`config.mk`:
```
export PLATFORM = sky130hd
export DESIGN_NAME = multi_cycle_ctrl
export DESIGN_NICKNAME = d
export VERILOG_FILES = /design/src/rtl/multi_cycle_ctrl.sv
export SDC_FILE = /design/constraint.sdc
export NUM_CORES = 1
export LEC_CHECK = 0
export ABC_AREA = 1
export BUFFER_PORTS_ARGS = -buffer_cell sky130_fd_sc_hd__buf_4
export CAP_MARGIN = 40
export CORE_MARGIN = 5
export CORE_UTILIZATION = 39
export CTS_BUF_LIST = sky130_fd_sc_hd__clkbuf_16
export DETAILED_ROUTE_END_ITERATION = 10
export PLACE_DENSITY = 0.8
export SETUP_SLACK_MARGIN = 0.5
export SKIP_LAST_GASP = 1
export SYNTH_ARGS = -nofsm -noshare
export SYNTH_HDL_FRONTEND = slang
export SYNTH_SLANG_ARGS = --single-unit
```
`constraint.sdc`:
```
create_clock -name clk -period 1.4 [get_ports clk]
set_input_delay 0.28 -clock clk [delete_from_list [all_inputs] [get_ports clk]]
set_output_delay 0.28 -clock clk [all_outputs]
set_load 0.03 [all_outputs]
```
`src/rtl/multi_cycle_ctrl.sv`:
```
// multi_cycle_ctrl: Moore FSM control unit for a multi-cycle MIPS-style datapath.
module multi_cycle_ctrl (
  input  logic        clk,
  input  logic        reset,
  input  logic        MIO_ready,
  input  logic [31:0] Inst_in,
  input  logic        zero,
  input  logic        overflow,
  output logic        IorD,
  output logic        IRWrite,
  output logic        MemRead,
  output logic        MemWrite,
  output logic        RegWrite,
  output logic        PCWrite,
  output logic        PCWriteCond,
  output logic        Branch,
  output logic        Sign,
  output logic [1:0]  RegDst,
  output logic [1:0]  DatatoReg,
  output logic [1:0]  ALUSrcA,
  output logic [1:0]  ALUSrcB,
  output logic [1:0]  PCSource,
  output logic [2:0]  ALU_operation,
  output logic [4:0]  state_out
);
  typedef enum logic [4:0] {
    S_IF = 5'd0, S_ID = 5'd1, S_MEM_ADR = 5'd2, S_MEM_RD = 5'd3, S_LW_WB = 5'd4,
    S_MEM_WR = 5'd5, S_R_EX = 5'd6, S_R_WB = 5'd7, S_BEQ = 5'd8, S_J = 5'd9,
    S_I_EX = 5'd10, S_I_WB = 5'd11, S_LUI = 5'd12, S_JAL = 5'd13, S_BNE = 5'd14
  } state_t;
  state_t state, next;
  logic ovf_q, r_ok, i_sign, arith;
  logic [2:0] r_alu, i_alu;
  logic [5:0] op, funct;
  logic unused_ok;
  assign op = Inst_in[31:26];
  assign funct = Inst_in[5:0];
  assign unused_ok = ^{zero, Inst_in[25:6]};
  assign state_out = state;
  always_comb begin
    r_ok = 1'b1;
    r_alu = 3'b010;
    case (funct)
      6'b100000: r_alu = 3'b010;
      6'b100010: r_alu = 3'b110;
      6'b100100: r_alu = 3'b000;
      6'b100101: r_alu = 3'b001;
      6'b100110: r_alu = 3'b011;
      6'b100111: r_alu = 3'b100;
      6'b101010: r_alu = 3'b111;
      default:   r_ok = 1'b0;
    endcase
  end
  assign i_alu = op == 6'b001010 ? 3'b111 :
                 op == 6'b001100 ? 3'b000 :
                 op == 6'b001101 ? 3'b001 :
                 op == 6'b001110 ? 3'b011 : 3'b010;
  assign i_sign = op == 6'b001000 || op == 6'b001010;
  // only signed add/sub forms can trap; the flag suppresses the writeback
  assign arith = state == S_R_EX ? (funct == 6'b100000 || funct == 6'b100010) : op == 6'b001000;
  always_ff @(posedge clk) begin
    if (reset) begin
      state <= S_IF;
      ovf_q <= 1'b0;
    end else begin
      state <= next;
      if (state == S_R_EX || state == S_I_EX) ovf_q <= overflow & arith;
    end
  end
  always_comb begin
    next = S_IF;
    case (state)
      S_IF:      next = MIO_ready ? S_ID : S_IF;
      S_ID:
        case (op)
          6'b000000: next = r_ok ? S_R_EX : S_IF;
          6'b100011, 6'b101011: next = S_MEM_ADR;
          6'b000100: next = S_BEQ;
          6'b000101: next = S_BNE;
          6'b000010: next = S_J;
          6'b000011: next = S_JAL;
          6'b001000, 6'b001010, 6'b001100, 6'b001101, 6'b001110: next = S_I_EX;
          6'b001111: next = S_LUI;
          default:   next = S_IF;
        endcase
      S_MEM_ADR: next = op == 6'b101011 ? S_MEM_WR : S_MEM_RD;
      S_MEM_RD:  next = MIO_ready ? S_LW_WB : S_MEM_RD;
      S_MEM_WR:  next = MIO_ready ? S_IF : S_MEM_WR;
      S_R_EX:    next = S_R_WB;
      S_I_EX:    next = S_I_WB;
      default:   next = S_IF;
    endcase
  end
  always_comb begin
    IorD = 1'b0;
    IRWrite = 1'b0;
    MemRead = 1'b0;
    MemWrite = 1'b0;
    RegWrite = 1'b0;
    PCWrite = 1'b0;
    PCWriteCond = 1'b0;
    Branch = 1'b0;
    Sign = 1'b0;
    RegDst = 2'b00;
    DatatoReg = 2'b00;
    ALUSrcA = 2'b00;
    ALUSrcB = 2'b00;
    PCSource = 2'b00;
    ALU_operation = 3'b000;
    case (state)
      S_IF: begin
        MemRead = 1'b1;
        IRWrite = MIO_ready;
        ALUSrcB = 2'b01;
        ALU_operation = 3'b010;
        PCWrite = 1'b1;
      end
      S_ID: begin
        ALUSrcB = 2'b11;
        Sign = 1'b1;
        ALU_operation = 3'b010;
      end
      S_MEM_ADR: begin
        ALUSrcA = 2'b01;
        ALUSrcB = 2'b10;
        Sign = 1'b1;
        ALU_operation = 3'b010;
      end
      S_MEM_RD: begin
        IorD = 1'b1;
        MemRead = 1'b1;
      end
      S_LW_WB: begin
        DatatoReg = 2'b01;
        RegWrite = 1'b1;
      end
      S_MEM_WR: begin
        IorD = 1'b1;
        MemWrite = 1'b1;
      end
      S_R_EX: begin
        ALUSrcA = 2'b01;
        ALU_operation = r_alu;
      end
      S_R_WB: begin
        RegDst = 2'b01;
        RegWrite = ~ovf_q;
      end
      S_I_EX: begin
        ALUSrcA = 2'b01;
        ALUSrcB = 2'b10;
        Sign = i_sign;
        ALU_operation = i_alu;
      end
      S_I_WB:    RegWrite = ~ovf_q;
      S_BEQ, S_BNE: begin
        ALUSrcA = 2'b01;
        ALU_operation = 3'b110;
        PCWriteCond = 1'b1;
        PCSource = 2'b01;
        Branch = state == S_BEQ;
      end
      S_J: begin
        PCSource = 2'b10;
        PCWrite = 1'b1;
      end
      S_JAL: begin
        PCSource = 2'b10;
        PCWrite = 1'b1;
        RegDst = 2'b10;
        DatatoReg = 2'b11;
        RegWrite = 1'b1;
      end
      S_LUI: begin
        DatatoReg = 2'b10;
        RegWrite = 1'b1;
      end
      default: ;
    endcase
  end
endmodule

```
==> metrics.md, run 1 <==
| Metric | Value |
|---|---|
| Outcome | aborted with a tool error |
| Stage reached | global routing (5_1_grt) |
| First Err | [ERROR DPL-0038] Utilization greater than 100%, impossible to legalize |
| Sink Count | 5 |
| Synth cell types | 28 |
| Largest net degree at the start of global routing | 8 |
| Post-synthesis adder-cell area fraction | 0% |
| Synth Area in XOR/XNOR | 0% |
| Worst_ep grt | ALU_operation[1] |
| Synth warnings | 0 |
| Synthesized netlist cell count | 143 |
| Seq/Total Area, Yosys | 12.3% |
| Largest family of logic cells by synthesized area | simple AND/OR/NAND/NOR gates |
| I/O Buffers | 40 |
| Root buffer cell | clkbuf_16 |
| Flops & latches, synth | 5 |
| Syn_area_per_cell | 5.67 um^2 |
| Chip Width | 55.6 um |
| Mapped Area | 811 um^2 |
| Compound-Gate Fraction of Synth Area | 21.9% |
| Max Root-Sink Buffers | 2 |
| HPWL Detailed | 2590 um |
| Multiplexer area fraction after synthesis | 0% |
| Worst endpoint pin kind | output port |
| Htree depth | 1 |
| Cell Rows | 16 |
| Chip Height | 55.6 um |
| Initial core utilization | 41.3% |
| Area share of and/or/nand/nor cells after synthesis | 50.2% |
| Top Ports | 64 |
| Final Wtd Congestion | 0.855 |
| CTS buffer count | 3 |
stage by stage:
stage                     setup slack (ns)  util, %  instances  cell area [um^2]  setup TNS, ns
after CTS                           -0.281     91.8        254              1800          -4.02
after detailed placement            -0.248     79.5        244              1560          -1.32
after global placement              -0.241     79.5        244              1560          -1.10
after floorplan                    -0.0511        -        144               968         -0.215
cells by family after synthesis:
kind of cell           Yosys count
AND/OR/NAND/NOR                 81
buffers and inverters           29
AO/OA/AOI/OAI                   27
flip-flops                       5
other                            1
synthesized netlist by cell type:
| master | n | area (um^2) |
|---|---|---|
| nor2_8 | 1 | 20.0 |
| nor2_4 | 6 | 67.6 |
| o311ai_2 | 1 | 16.3 |
| o21ai_0 | 8 | 40.0 |
| o41ai_1 | 1 | 8.76 |
| o31ai_1 | 2 | 15.0 |
| nand2_4 | 1 | 11.3 |
| inv_2 | 4 | 15.0 |
| o211ai_1 | 1 | 7.51 |
| o211ai_2 | 1 | 12.5 |
| nor3_1 | 5 | 25.0 |
| a21oi_1 | 8 | 40.0 |
| inv_1 | 21 | 78.8 |
| o21ai_1 | 1 | 5.00 |
| a21oi_2 | 1 | 8.76 |
| nand2_2 | 1 | 6.26 |
| o21ai_2 | 1 | 8.76 |
| nor2_1 | 25 | 93.8 |
| nand3_1 | 14 | 70.1 |
| a31oi_1 | 1 | 6.26 |
| inv_4 | 1 | 6.26 |
| nor2_2 | 1 | 6.26 |
| o2111ai_1 | 1 | 8.76 |
| buf_4 | 3 | 22.5 |
| nand4_1 | 2 | 12.5 |
| dfxtp_1 | 5 | 100 |
| nand2_1 | 25 | 93.8 |
| conb_1 | 1 | 3.75 |
what timing repair did:
item,in CTS
resized for setup,34
setup endpoints to repair,30
pin swaps,6
cloned,0
buffers inserted,6
hold buffers,0
==> run 2: changes to the inputs <==
CORE_AREA = 5 5 66 68   (was default)
CORE_MARGIN = default   (was 5)
CORE_UTILIZATION = default   (was 39)
CTS_BUF_LIST = default   (was sky130_fd_sc_hd__clkbuf_16)
DIE_AREA = 0 0 71 73   (was default)
PLACE_DENSITY = default   (was 0.8)
PLACE_DENSITY_LB_ADDON = 0.15   (was default)
SETUP_SLACK_MARGIN = default   (was 0.5)
==> run 2 against run 1 <==
Against the previous run:
- the flow now finishes, with violations (negative setup slack)
- synthesized area is the same
- synthesized cell count is the same
==> metrics.md, run 2 <==
| Metric | Value |
|---|---|
| Vias in the first global route | 1,210 |
| Cell Rows | 23 |
| Chip Width | 71 um |
| Die area | 5180 um^2 |
| Commonest non-fill, non-tap cell in the layout | buf_4 |
| Final setup fails | 20 |
| Power Density | 402 nW/um^2 |
| Htree depth | 1 |
| Nets@finish | 276 |
| Syn_area_per_cell | 5.67 um^2 |
| Unrepaired setup endpoints after global routing | yes |
| Worst Path Arrival | 1.42 ns |
| Cell count after placement | 272 |
| Fmax | 588 MHz |
| Largest net degree at the start of global routing | 8 |
| Post-synth EDFFs | 0 |
| Initial core utilization | 21.3% |
| Worst path slowest cell | dfxtp_4 |
| Period utilisation layout | 122% |
| Antenna violations before repair | 0 |
| Critical path type | register to output pin |
| Placed cell area | 1570 um^2 |
| Area grow syn2layout | 149% |
| Cell with the most instances on the worst path | buf_6 |
| Max reg flops | 4 |
| Nature of the critical path startpoint | register |
| Outcome | complete, but fails checks |
| First-pass GRT wire length | 5150 um |
| Synth Area in XOR/XNOR | 0% |
| Diodes inserted | 0 |
| Crit path from | state_out[2] |
| Area share of and/or/nand/nor cells after synthesis | 50.2% |
| Max Root-Sink Buffers | 2 |
| Wirelength, routed | 3280 um |
| Post-layout util | 53.1% |
| DP Worst Slack | -0.258 ns |
| Final ANT Viol Nets | 0 |
| Synth cell types | 28 |
| Fraction of registers with async set or reset after synthesis | 0% |
| Synthesized netlist cell count | 143 |
| Reg2reg start | state_out[2] |
| Final Worst Setup Slack | -0.302 ns |
| CP Max Fanout | 4 |
| Vias | 1,269 |
| Layout cells sized above 1 | 63.4% |
| CTS buffer count | 3 |
| Top Ports | 64 |
| Vias per inst | 4.41 |
| Top cell type's share of synthesized area | 12.3% |
| Max Slew Vio Count | 0 |
| DR iter-0 viols | 36 |
| Worst Skew | 0.000501 ns |
| Skew-Pair Late Insertion Delay | 0.22 ns |
| Hold Buf Count CTS | 0 |
| Worst VDD drop | 0.000207 V |
| Commonest non-fill, non-tap cells in the layout | buf_4 (60), buf_6 (32), nand2_1 (18), nor2_4 (16), inv_1 (16) |
| Seq/Total Area, Yosys | 12.3% |
| Critical-path cell list | buf_4, nor2_4, buf_6, buf_6, nand2_8, nor2_4, buf_6 |
| Ranking of synthesized cells by area | dfxtp_1 (12%), nand2_1 (12%), nor2_1 (12%) |
| HP Class | input pin to register |
| Max Cap Viol | 0 |
| GR Util All Layers | 12.1% |
| Root buffer cell | clkbuf_8 |
| Fin area | 2020 um^2 |
| Grt ovf | 0 |
| Wirelength per Cell | 11.4 um |
| I/O Buffers | 40 |
| Non-Filler Instances | 288 |
| Failing checks | negative setup slack |
| Tmin final | 1.70 ns |
| HPWL Detailed | 2670 um |
| Synth top cells by count | nand2_1 (25), nor2_1 (25), inv_1 (21) |
| Post-synthesis adder-cell area fraction | 0% |
| Worst setup EP type | output pin |
| Synth warnings | 0 |
| Critical path's largest stage delay | 0.36 ns |
| Predominant post-synthesis flop cell | dfxtp_1 |
| Clock transition at path regs | 0.03 ns |
| Mapped Area | 811 um^2 |
| Sink Count | 5 |
| Final Hold Viols | 0 |
| Req. time, crit path | 1.12 ns |
| Number of remaining DRC errors | 0 |
| Multiplexer area fraction after synthesis | 0% |
| Chip Height | 73 um |
| Most area-hungry cell type in the Yosys netlist | dfxtp_1 |
| Final Wtd Congestion | 0.883 |
| Compound-Gate Fraction of Synth Area | 21.9% |
| First drt pass iteration count | 5 |
| Largest family of logic cells by synthesized area | simple AND/OR/NAND/NOR gates |
| LEAKAGE | 0.994 nW |
| Flops & latches, synth | 5 |
| CTS tree | yes |
| Hold Path Origin | reset |
| Core ar. | 3800 um^2 |
==> run 2: timing repair <==
item                                    CTS  global route
pin swaps                                 9            18
endpoints found under the setup margin   20            21
resized for setup                        40            38
setup buffers                             1            14
==> run 2: metal layers <==
layer | global-route usage (%) | part of all wire [%] | up-vias | wire length (um)
met5 | 0 | 0 | - | 0
met4 | 4.18 | 1.0 | 0 | 33
met3 | 2.34 | 6.6 | 3 | 216
met2 | 22.3 | 54 | 39 | 1760
met1 | 13.9 | 39 | 574 | 1280
li1 | - | - | 653 | -
==> run 2: worst max-delay path, delay by kind of cell (launching register included) <==
kind          cells  cell delay, ns
flops             1            0.36
simple gates      3            0.31
buf+inv           4            0.54
==> run 2: per-stage QoR <==
stage / setup TNS [ns] / hold slack [ns] / power [mW]
final: -3.74 / 0.257 / 0.812
after global routing: -4.77 / 0.258 / 0.860
after CTS: -3.27 / 0.252 / 0.755
after detailed placement: -1.14 / 0.482 / 0.463
after global placement: -1.07 / 0.479 / 0.459
after floorplan: -0.174 / 0.339 / 0.307
==> run 2: logic make-up after synthesis <==
kind of cell / after synthesis
AO/OA/AOI/OAI: 27
buffers and inverters: 29
flip-flops: 5
other: 1
AND/OR/NAND/NOR: 81
==> run 2: final cells by class <==
cell class | instances | area, um^2
Fill cell | 359 | 1780
Multi-Input combinational cell | 110 | 851
Tap cell | 50 | 62.6
Clock buffer | 4 | 45.0
Inverter | 26 | 118
Sequential cell | 5 | 115
Timing Repair Buffer | 93 | 826
==> run 2: final timing paths <==
kind                                      to  slack, ns  cells past startpoint
worst max-delay path                 IRWrite      -0.30                      7
worst min-delay path            state_out[2]       0.26                      2
worst max register to register  state_out[0]      -0.07                     10
worst min register to register         ovf_q       0.61                      2
==> run 2: report_power, final <==
| group | switching [mW] | leakage (nW) | internal [mW] |
|---|---|---|---|
| sequential | 0.00902 | 0.0436 | 0.142 |
| combinational | 0.211 | 0.928 | 0.186 |
| clock | 0.0679 | 0.0228 | 0.195 |
| total | 0.288 | 0.994 | 0.524 |
No activity file was read; power rests on OpenSTA's default activity.
==> run 3: changes to the inputs <==
CORE_AREA = 2 2 63 65   (was 5 5 66 68)
DIE_AREA = 0 0 65 67   (was 0 0 71 73)
clock period = 1.7 ns   (was 1.4 ns; I/O delays follow)
==> run 3 against run 2 <==
Against the previous run:
- the flow still finishes with violations (negative setup slack)
- register-to-register slack gained 0.37 ns
- utilization fell by 12 points
- clock power fell by 17%
- non-clock buffer count decreased by 34
- design area fell by 26%
- first-iteration DRC count grew 53%
- sequential cell count did not move
- largest cell class unchanged
==> metrics.md, run 3 (synthesized netlist as in run 2, its figures left out) <==
| Metric | Value |
|---|---|
| HP Class | input pin to register |
| Root buffer cell | clkbuf_8 |
| HPWL Detailed | 2350 um |
| Layout cells sized above 1 | 52.0% |
| Final Hold Viols | 0 |
| Metal2 WL | 1440 um |
| First drt pass iteration count | 4 |
| Chip Width | 65 um |
| Cell Rows | 22 |
| LEAKAGE | 0.784 nW |
| Max reg flops | 4 |
| Fmax | 572 MHz |
| Antenna violations before repair | 0 |
| Non-Filler Instances | 252 |
| Power Density | 390 nW/um^2 |
| Unrepaired setup endpoints after global routing | yes |
| Final Worst Setup Slack | -0.0477 ns |
| Metal-1 WL | 1200 um |
| Placed cell area | 1210 um^2 |
| First-pass GRT wire length | 4850 um |
| Reg area | 115 um^2 |
| I/O Buffers | 40 |
| CTS buffer count | 3 |
| Req. time, crit path | 1.36 ns |
| Core ar. | 3610 um^2 |
| Worst setup EP type | output pin |
| GR Util All Layers | 14.4% |
| CTS tree | yes |
| Nets@finish | 242 |
| Wirelength per Cell | 11.3 um |
| Htree depth | 1 |
| WL met3 | 171 um |
| Outcome | complete, but fails checks |
| Period utilisation layout | 103% |
| Number of remaining DRC errors | 0 |
| Chip Height | 67 um |
| Largest net degree at the start of global routing | 8 |
| Max Root-Sink Buffers | 2 |
| Fin area | 1500 um^2 |
| Cell count after placement | 235 |
| Hold Buf Count CTS | 0 |
| Worst VDD drop | 0.000193 V |
| Wirelength, routed | 2840 um |
| Fillers | 389 |
| Top Ports | 64 |
| Vias per inst | 4.55 |
| Vias in the first global route | 1,108 |
| CP Max Fanout | 4 |
| Hold Slack | 0.306 ns |
| Grt ovf | 0 |
| Area grow syn2layout | 84.6% |
| Commonest non-fill, non-tap cells in the layout | buf_4 (50), nand2_1 (23), nor2_1 (18), inv_1 (15), nand3_1 (14) |
| Final setup fails | 5 |
| Sink Count | 5 |
| Tmin final | 1.75 ns |
| Max Slew Vio Count | 0 |
| Total power | 0.584 mW |
| Critical path type | register to output pin |
| Post-layout util | 41.5% |
| DR iter-0 viols | 55 |
| Final Wtd Congestion | 0.914 |
| Skew-Pair Late Insertion Delay | 0.22 ns |
| Die area | 4360 um^2 |
| Max Cap Viol | 0 |
| Final ANT Viol Nets | 0 |
| Diodes inserted | 0 |
| Highest metal used | met4 |
| Area of the multi-input gates | 681 um^2 |
| Vias | 1,146 |
| R2r setup slk | 0.30 ns |
| Nature of the critical path startpoint | register |
| Commonest non-fill, non-tap cell in the layout | buf_4 |
| Worst Path Arrival | 1.41 ns |
| Initial core utilization | 22.5% |
| Worst Skew | 0.00321 ns |
| Clock transition at path regs | 0.04 ns |
| Failing checks | negative setup slack |
## run 3: cell type report
type                    count  area share (%)
clock buffers               4            3.01
repair buffers             59            32.4
well taps                  48            4.01
multi-input cells         110            45.5
flip-flops and latches      5            7.69
inverters                  26            7.36
## run 3: worst max-delay path, stage by stage (launching register included)
cell       delay, ns
dfxtp_4         0.38
inv_4           0.06
nand2_4         0.07
inv_2           0.04
nand2_2         0.06
inv_2           0.05
a21oi_4         0.20
o2111ai_2       0.15
buf_6           0.17
## run 3: worst paths after layout
kind | start | endpoint | cells past startpoint
worst min register to register | ovf_q | ovf_q | 2
worst min-delay path | reset | state_out[0] | 2
worst max-delay path | state_out[2] | ALU_operation[1] | 8
worst max register to register | state_out[1] | state_out[2] | 9
## run 3: repair_timing
action                                  in CTS  in global routing
gates resized for setup                     30                 11
buffers inserted                            11                  2
endpoints found under the setup margin       7                 15
pin swaps                                   10                  2
## run 3: metrics by stage
| stage | worst slack [ns] | setup TNS [ns] |
|---|---|---|
| CTS | -0.0392 | -0.0623 |
| global route | -0.114 | -0.488 |
| finish | -0.0477 | -0.103 |
| global placement | -0.0292 | -0.0292 |
| detailed placement | -0.0653 | -0.0900 |
| floorplan | -0.0573 | -0.111 |
## run 3: report_power, final
part / leakage [nW] / internal, mW / switching (mW)
combinational: 0.717 / 0.101 / 0.142
sequential: 0.0436 / 0.117 / 0.00566
clock: 0.0228 / 0.161 / 0.0571
total: 0.784 / 0.379 / 0.204
## run 3: per-layer routing
layer | up-vias | GRT usage [%]
li1 | 583 | -
met1 | 522 | 16.7
met2 | 38 | 26.8
met3 | 3 | 1.18
met4 | 0 | 6.38
met5 | - | 0
